File: config.mk
export PLATFORM = sky130hd
export DESIGN_NAME = integrator_dump
export DESIGN_NICKNAME = d
export VERILOG_FILES = /design/src/rtl/integrator_dump.sv
export SDC_FILE = /design/constraint.sdc
export NUM_CORES = 1
export LEC_CHECK = 0
export CELL_PAD_IN_SITES_DETAIL_PLACEMENT = 0
export CELL_PAD_IN_SITES_GLOBAL_PLACEMENT = 1
export CORE_ASPECT_RATIO = 1.5
export CORE_MARGIN = 2
export CORE_UTILIZATION = 38
export CTS_CLUSTER_SIZE = 12
export DETAILED_ROUTE_END_ITERATION = 8
export GPL_TIMING_DRIVEN = 1
export PLACE_DENSITY = 0.89
export SYNTH_ARGS = -nofsm -noshare
export SYNTH_HDL_FRONTEND = slang
export SYNTH_SLANG_ARGS = --single-unit
File: constraint.sdc
create_clock -name system1000 -period 3.5 [get_ports system1000]
set_input_delay 0.525 -clock system1000 [delete_from_list [all_inputs] [get_ports system1000]]
set_output_delay 0.525 -clock system1000 [all_outputs]
set_load 0.03 [all_outputs]
File: src/rtl/integrator_dump.sv
// Integrate-and-dump: saturating signed accumulation over DUMP_LEN samples,
// result and sticky clamp flag delivered through a one-entry valid/ready register.
module integrator_dump #(
  parameter int WIDTH    = 10,
  parameter int DUMP_LEN = 8
) (
  input  logic                    system1000,
  input  logic                    system1000_rst,
  input  logic signed [WIDTH-1:0] in_data,
  input  logic                    in_valid,
  output logic                    in_ready,
  input  logic                    clear,
  output logic signed [WIDTH-1:0] out_data,
  output logic                    out_sat,
  output logic                    out_valid,
  input  logic                    out_ready
);

  localparam int CW = (DUMP_LEN > 1) ? $clog2(DUMP_LEN) : 1;
  localparam logic [CW-1:0]    CNT_LAST = CW'(DUMP_LEN - 1);
  localparam logic [WIDTH-1:0] SAT_MAX  = {1'b0, {(WIDTH-1){1'b1}}};
  localparam logic [WIDTH-1:0] SAT_MIN  = {1'b1, {(WIDTH-1){1'b0}}};

  logic [WIDTH-1:0] acc_q, acc_d;
  logic [CW-1:0]    cnt_q, cnt_d;
  logic             win_sat_q, win_sat_d;
  logic [WIDTH-1:0] out_data_q, out_data_d;
  logic             out_sat_q, out_sat_d;
  logic             out_valid_q, out_valid_d;

  logic [WIDTH:0]   sum_w;
  logic             clamped;
  logic [WIDTH-1:0] sat_val;
  logic             last;
  logic             fire;

  always_comb begin
    sum_w   = {acc_q[WIDTH-1], acc_q} + {in_data[WIDTH-1], in_data};
    clamped = sum_w[WIDTH] ^ sum_w[WIDTH-1];
    // Overflow only occurs with like-signed operands, so acc sign picks the rail
    if (clamped) sat_val = (acc_q[WIDTH-1] & in_data[WIDTH-1]) ? SAT_MIN : SAT_MAX;
    else         sat_val = sum_w[WIDTH-1:0];
  end

  always_comb begin
    last     = (cnt_q == CNT_LAST);
    in_ready = !clear && !(last && out_valid_q && !out_ready);
    fire     = in_valid && in_ready;
  end

  always_comb begin
    acc_d       = acc_q;
    cnt_d       = cnt_q;
    win_sat_d   = win_sat_q;
    out_data_d  = out_data_q;
    out_sat_d   = out_sat_q;
    out_valid_d = out_valid_q;

    if (out_valid_q && out_ready) out_valid_d = 1'b0;

    if (clear) begin
      acc_d     = '0;
      cnt_d     = '0;
      win_sat_d = 1'b0;
    end else if (fire) begin
      if (last) begin
        out_data_d  = sat_val;
        out_sat_d   = win_sat_q | clamped;
        out_valid_d = 1'b1;
        acc_d       = '0;
        cnt_d       = '0;
        win_sat_d   = 1'b0;
      end else begin
        acc_d     = sat_val;
        cnt_d     = cnt_q + CW'(1);
        win_sat_d = win_sat_q | clamped;
      end
    end
  end

  always_ff @(posedge system1000) begin
    if (system1000_rst) begin
      acc_q       <= '0;
      cnt_q       <= '0;
      win_sat_q   <= 1'b0;
      out_data_q  <= '0;
      out_sat_q   <= 1'b0;
      out_valid_q <= 1'b0;
    end else begin
      acc_q       <= acc_d;
      cnt_q       <= cnt_d;
      win_sat_q   <= win_sat_d;
      out_data_q  <= out_data_d;
      out_sat_q   <= out_sat_d;
      out_valid_q <= out_valid_d;
    end
  end

  assign out_data  = out_data_q;
  assign out_sat   = out_sat_q;
  assign out_valid = out_valid_q;

endmodule

# After elaboration in Yosys (flattened, before gate mapping)
# Cells that the tools add are included.
[word_totals]
reg_bits = 26
latch_bits = 0
ram_bits = 0
mem_bits_ro = 0
inputBits = 15
output_inout_bits = 13
wordCells = 32
n_memories = 0
[classes]
addsub = 2
multipliers = 0
div_mod_pow = 0
magnitude_cmp = 0
n_eq_ne = 1
shift = 0
n_mux = 9
n_bitwise = 4
reduce_logical = 10
[ops]
columns = ["cell", "count"]
rows = [
  ["$mux 10", 3],
  ["$add 10x10->11", 1],
  ["$logic_and 1x1->1", 5],
  ["$mux 1", 5],
  ["$add 3x1->3 const B", 1],
  ["$eq 3x3->1 const B", 1],
  ["$logic_not 1->1", 3],
  ["$mux 3", 1],
  ["$reduce_and 3->1", 1],
  ["$reduce_or 2->1", 1],
  ["$and 1x1->1", 1],
  ["$not 1->1", 1],
  ["$or 1x1->1", 1],
  ["$xor 1x1->1", 1],
]

# Longest topological paths before layout
[depth]
word_depth = 8
ltp_mapped = 9
depth_no_buf = 8

# Worst setup path before layout
# Ideal clock, no wire load.
[synth_path]
path_kind = "in2reg"
start = "in in_data[0]"
end = "reg acc_q[1]"
setup_time_ps = 122
arrival_ps = 2504
required_time_ps = 3378
path_slack_ps = 874
path_stages = 8
path_buffers = 0
cell_sequence = "ha_1 > fa_1 > a211oi_2 > o21ai_1 > a311oi_2 > xor2_1 > nor2_2 > a221o_1"
[synth_between]
elab_chain_cells = 4
[synth_lines]
columns = ["item", "line", "text"]
rows = [
  ["start: declaration", "9", "input logic signed [WIDTH-1:0] in_data,"],
  ["$add 10x10->11 (*)", "38", "sum_w = {acc_q[WIDTH-1], acc_q} + {in_data[WIDTH-1], in_data};"],
  ["$xor 1x1->1", "39", "clamped = sum_w[WIDTH] ^ sum_w[WIDTH-1];"],
  ["$mux 10 (*)", "41", "if (clamped) sat_val = (acc_q[WIDTH-1] & in_data[WIDTH-1]) ? SAT_MIN : SAT_MAX;"],
  ["$mux 10 (*)", "66", "if (last) begin"],
  ["end signal: assignment", "83", "acc_q <= '0;"],
  ["end signal: assignment", "90", "acc_q <= acc_d;"],
  ["end: declaration", "24", "logic [WIDTH-1:0] acc_q, acc_d;"],
]
# Mark *: on every way between the ends. The rest lies on a longest branch, timed or not.
# A chain may end at the register's enable or synchronous reset.

# Final worst setup path
[layout_path]
start = "in in_data[0]"
end = "reg acc_q[0]"
# Same word-level chain as after synthesis.

==> metrics.md <==
| Metric | Value |
|---|---|
| Outcome | `finished, final reports clean` |
| Pin count of the biggest net entering global routing | `16` |
| Layout area overhead | `26.2%` |
| Sequential element share of the synthesized area | `between 30% and 40%` |
| Via-per-instance ratio | `5.60` |
| Max-slew headroom | `between 50% and 60%` |
| Fmax | `334 MHz` |
| Post-CTS Setup Bufs | `0` |
| Io pins | `28` |
| GPL Wtd Cong | `0.826` |
| Pwr/cell area | `between 300 and 400 nW/um^2` |
| Final WL | `about 3.3 mm` |
| Max cap viols | `0` |
| CP peak stage delay | `between 0.4 and 0.5 ns` |
| Worst path required time | `roughly 3.7 ns` |
| Core ar. | `approximately 3700 sq um` |
| First-pass GRT wire length | `about 5.5 mm` |
| Syn. warnings | `0` |
| Antenna-violating nets left | `0` |
| CP Class | `in -> reg` |
| Critical path cell sequence | `clkdlybuf4s50_1, ha_1, fa_1, a211oi_2, o21ai_1, a311oi_2, xor2_1, nor2_2, a221o_1` |
| Top cells by area, synth | `dfxtp_1 (36%), ha_1 (10%), nor3_1 (7.2%)` |
| Final Util | `about 50%` |
| DRC viols | `0` |
| Syn nets | `185` |
| DRT iter0 DRCs | `25` |
| GRT Total Usage | `roughly 17%` |
| Post-synth top area cell | `dfxtp_1` |
| Synth Register Bits | `26` |
| Startpoint types | `input pin` |
| Vias in the first global route | `approximately 1200` |
| Unrepaired setup endpoints after global routing | `no` |
| P_leak | `0.714 nW` |
| Skew-Pair Late Insertion Delay | `between 0.2 and 0.3 ns` |
| Async set-reset flop share out of synthesis | `0%` |
| Tcrit/Tclk final | `between 80 and 90%` |
| Synth unique cells | `33` |
| Antenna violations before repair | `0` |
| CTS Hold Buffers Added | `0` |
| Pre-CTS setup slack | `0.218 ns` |
| Slowest-stage cell, CP | `fa_1` |
| Number of synthesized flops with an enable pin | `0` |
| CTS Sinks | `26` |
| Top FF cell, synth | `dfxtp_1` |
| H-tree depth | `1` |
| Post_cts resized | `0` |
| Reg-to-reg slack, setup | `between 0.8 and 0.9 ns` |
| Most frequent cell after synthesis | `dfxtp_1` |
| Max FO, Critical Path | `8` |
| Mapped Area | `about 1500 sq um` |
| P_int | `0.000499 W` |
| TritonCTS buffer count | `3` |
| Global route overflow | `0` |
| Sw frac | `about a quarter` |
| Dpl cells | `223` |
| ANT cells | `0` |
| Syn_area_per_cell | `~9 sq um` |
| CTS tree | `yes` |
| Non-filler instance count after layout | `roughly 230` |
| DRT Pass-1 Iters | `4` |
| Switching power | `around 0.00015 W` |
| Max VDD drop | `between 200 and 250 uV` |
| Row count | `27` |
| DP HPWL | `about 2.7 mm` |
| Initial Utilization | `between 30% and 40%` |
| Least-Margin Pin Slew | `between 0.7 and 0.8 ns` |
| HP Class | `reg -> reg` |
| CP Buf/Inv Count | `1` |
| Post-route minimum period | `between 2 and 3 ns` |
| Clock share of power | `between 30% and 40%` |
| Cells after Synth | `between 150 and 200` |
| Layout cells sized above 1 | `just over 8%` |
| WL per Instance | `roughly 14 microns` |
| Vias | `~1300` |
| Worst-case clock buffer depth | `2` |
| Combinational Power Share | `~16%` |
| Die X | `54.5 microns` |
| Commonest cells in the netlist | `dfxtp_1 (26), nor3_1 (21), a21oi_1 (14)` |
| # setup viols final | `0` |
| Final #Nets | `213` |
| Root Buffer | `clkbuf_8` |
| Hold Vio Cnt, Final | `0` |
| Post-route clock skew | `0.00301 ns` |
| Pins over their slew limit | `0` |
| Reg clk slew, reported paths | `approximately 0.090 ns` |
| Setup WS post-layout | `0.503 ns` |
| Crit path max-delay family | `compound AO/OA/AOI/OAI gates` |
| IO Port Bufs | `27` |
| Die area | `between 4000 and 5000 sq um` |
| Seq pwr share | `46.6%` |
| Yosys top cell area share | `between 30% and 40%` |
| Total negative slack | `0 ns` |
| Crit path DAT | `about 3.2 ns` |
| Total power | `between 0.0006 and 0.0007 W` |
| Nature of the critical path endpoint | `flop` |
| Die Height | `between 70 and 80 microns` |
## worst reg2reg max path, cell delays in order, from the launching register on
cell and delay [ns]:
dfxtp_1 0.33, ha_1 0.23, fa_1 0.45, a211oi_2 0.30
o21ai_1 0.16, a311oi_2 0.31, xor2_1 0.27, nor2_2 0.14
a221o_1 0.36
## cells in the final DEF (no fill, tap or decap), types with 5 or more instances in the layout
master / netlist / layout
clkdlybuf4s50_1: 0 / 27
dfxtp_1: 26 / 26
nor3_1: 21 / 21
a21oi_1: 14 / 14
nor2_1: 12 / 12
ha_1: 12 / 12
a221o_1: 8 / 8
nand2_1: 7 / 7
o211ai_1: 5 / 5
nand3_1: 5 / 5
a21o_1: 5 / 5
xnor2_1: 5 / 5
## final timing paths
path | startpoint | cells after the start | to
worst max register to register | acc_q[0] | 8 | acc_q[0]
worst max-delay path | in_data[0] | 9 | acc_q[0]
worst min register to register | out_data[9] | 2 | out_data[9]
worst min-delay path | out_data[9] | 2 | out_data[9]
## power groups by stage
stage / Combinational (W) / Clock [W] / Sequential (W)
floorplan: 0.0000677 / 0 / 0.000309
global placement: 0.0000981 / 0 / 0.000310
detailed placement: 0.000101 / 0 / 0.000310
CTS: 0.000101 / 0.000246 / 0.000304
global route: 0.000111 / 0.000257 / 0.000304
finish: 0.000102 / 0.000245 / 0.000304
## kinds of logic (layout without fill, tap and decap cells)
| group | Yosys count | count (layout) | share of synthesized area [%] |
|---|---|---|---|
| simple gates | 52 | 52 | 17.6 |
| compound gates | 49 | 49 | 27.1 |
| flops | 26 | 26 | 35.8 |
| fa+ha+maj | 13 | 13 | 11.7 |
| xor+xnor | 9 | 9 | 5.43 |
| buf+inv | 8 | 35 | 2.33 |
## cell type report
class                   count  area [sq um]
fillers                   343          1850
multi-input cells         123           898
flip-flops and latches     26           520
repair buffers             28           278
well taps                  43          53.8
clock buffers               3          41.3
clock inverters             1          30.0
inverters                   3          11.3
## sequential cells by signal (all words and copies together) (netlist names)
signal,count
cnt_q,3
acc_q,10
win_sat_q,1
out_data,10
out_valid,1
out_sat,1
## metal layers
layer  GRT usage (%)  part of all wire [%]  vias up  wire length, microns
li1                -                     -      647                     -
met1            20.2                    43      605                  1390
met2            29.9                    54       16                  1760
met3            1.12                   1.9        4                    61
met4            6.00                   1.6        0                    52
met5               0                     0        -                     0
## metrics by stage
step	hold WS [ns]	area, sq um
global placement	0.446	1760
floorplan	0.440	1450
global route	0.491	1830
finish	0.460	1830
detailed placement	0.454	1760
CTS	0.466	1830
Power figures use the tool's default switching activity.
==> variant (same flow settings) <==
Take the reset off `out_data_q` and load it in a clocked block of its own.
--- a/src/rtl/integrator_dump.sv
+++ b/src/rtl/integrator_dump.sv
@@ -85,3 +85,2 @@
       win_sat_q   <= 1'b0;
-      out_data_q  <= '0;
       out_sat_q   <= 1'b0;
@@ -92,3 +91,2 @@
       win_sat_q   <= win_sat_d;
-      out_data_q  <= out_data_d;
       out_sat_q   <= out_sat_d;
@@ -96,2 +94,6 @@
     end
+  end
+
+  always_ff @(posedge system1000) begin
+    out_data_q <= out_data_d;
   end
Check against the original RTL: not equivalent (a bounded check fails within 10 cycles, from zero or initial values and one cycle with system1000_rst high; the reset may be asserted at any time).
==> variant against the original RTL <==
- sequential cell count is the same
- die area grew 7.6%
- fmax grew 2.9%
- routed wire length grew 15%
- area after synthesis grew 8.1%
- worst setup slack gained 0.084 ns
- design area grew 6.3%
- first-iteration DRC count grew 72%
- sequential share of layout area grew 3.4 points
- total power shrank 7.7%
- count of clock-buffer cells in the layout is the same
- critical endpoint is now out_data[8]
- highest routed layer unchanged
==> variant: results (changes against the original RTL) <==
{| class="wikitable"
! Metric !! Value
|-
| Placer congestion estimate || 0.850 (was 0.826)
|-
| Pleak || 0.790 nW (was 0.714 nW)
|-
| Number of synthesized flops with an enable pin || 10 (was 0)
|-
| Total wire length after detailed routing || 3740 um (was 3260 um)
|-
| Result of the run || finished clean (unchanged)
|-
| Wire length of the first global-routing pass || 6150 um (was 5490 um)
|-
| Routed via count || 1414 (was 1272)
|-
| Fraction of synthesized cell area in xor and xnor cells || 0.0279 (was 0.0543)
|-
| Net count of the finished layout || 220 (was 213)
|-
| Proportion of synthesized area in mux cells || 0.0191 (was 0)
|-
| Fraction of the mapped netlist area in compound gates || 0.279 (was 0.271)
|-
| Fraction of the yosys area taken by sequential cells || 0.395 (was 0.358)
|-
| Adder and majority gate portion of the synthesized area || 0.108 (was 0.117)
|-
| Final routed wire length divided by cell count || 15.9 um (was 14.4 um)
|-
| Top cells by instance count after synthesis || sky130_fd_sc_hd__dfxtp_1, sky130_fd_sc_hd__ha_1, sky130_fd_sc_hd__a21oi_1, sky130_fd_sc_hd__nor2_1 (was sky130_fd_sc_hd__dfxtp_1, sky130_fd_sc_hd__nor3_1, sky130_fd_sc_hd__a21oi_1)
|-
| Relative max-transition margin || 0.545 (was 0.514)
|-
| Total routing resource utilization after global routing || 0.167 (was 0.168)
|-
| Iteration-0 DRC Markers || 43 (was 25)
|-
| Wl on met1 || 1500 um (was 1390 um)
|-
| Number of library cell types mapped by synthesis || 45 (was 33)
|-
| Crit path max fanout || 5 (was 8)
|-
| Placed wire-length estimate after detailed placement || 2970 um (was 2650 um)
|-
| Combinational Power || 0.110 mW (was 0.102 mW)
|-
| Number of global-route vias before repair || 1450 (was 1249)
|-
| Largest net degree at the start of global routing || 17 (was 16)
|-
| Number of placed cells counting well taps || 232 (was 223)
|-
| Cell types occupying the most area after synthesis || sky130_fd_sc_hd__dfxtp_1, sky130_fd_sc_hd__edfxtp_1, sky130_fd_sc_hd__ha_1 (was sky130_fd_sc_hd__dfxtp_1, sky130_fd_sc_hd__ha_1, sky130_fd_sc_hd__nor3_1)
|-
| Worst-case setup slack after placement || 0.319 ns (was 0.218 ns)
|-
| Register-to-register setup slack || 0.97 ns (was 0.85 ns)
|-
| Switching power as a share of total power || 0.254 (was 0.233)
|-
| Fin Clk Skew || 0.00419 ns (was 0.00301 ns)
|-
| Data arrival time of the critical path || 3.01 ns (was 3.16 ns)
|-
| Synth Instances || 160 (was 157)
|-
| Met2 Track Usage GR || 0.315 (was 0.299)
|-
| Met3 wire len || 139 um (was 61 um)
|-
| Syn Nets || 188 (was 185)
|}
-- variant: path summary, 6_finish.rpt --
check / startpoint / to / depth (start not counted)
worst min register to register: win_sat_q / win_sat_q / 1
worst max-delay path: in_data[0] / out_data[8] / 9
worst min-delay path: win_sat_q / win_sat_q / 1
worst max register to register: acc_q[0] / out_data[8] / 8
-- variant: per-stage QoR --
stage	util	hold slack, ns	instance area [sq um]	total power, mW
final	0.492	0.480	1950	0.601
after global routing	0.492	0.511	1950	0.625
after CTS	0.492	0.485	1950	0.601
after detailed placement	0.482	0.464	1910	0.439
after global placement	0.482	0.457	1910	0.436
after floorplan	-	0.429	1570	0.401
-- variant: layout make-up --
cell class / instances / area (sq um)
clock buffers: 3 / 41.3
fillers: 392 / 2010
well taps: 45 / 56.3
repair buffers: 31 / 300
multi-input cells: 127 / 920
inverters: 3 / 11.3
flip-flops and latches: 26 / 621
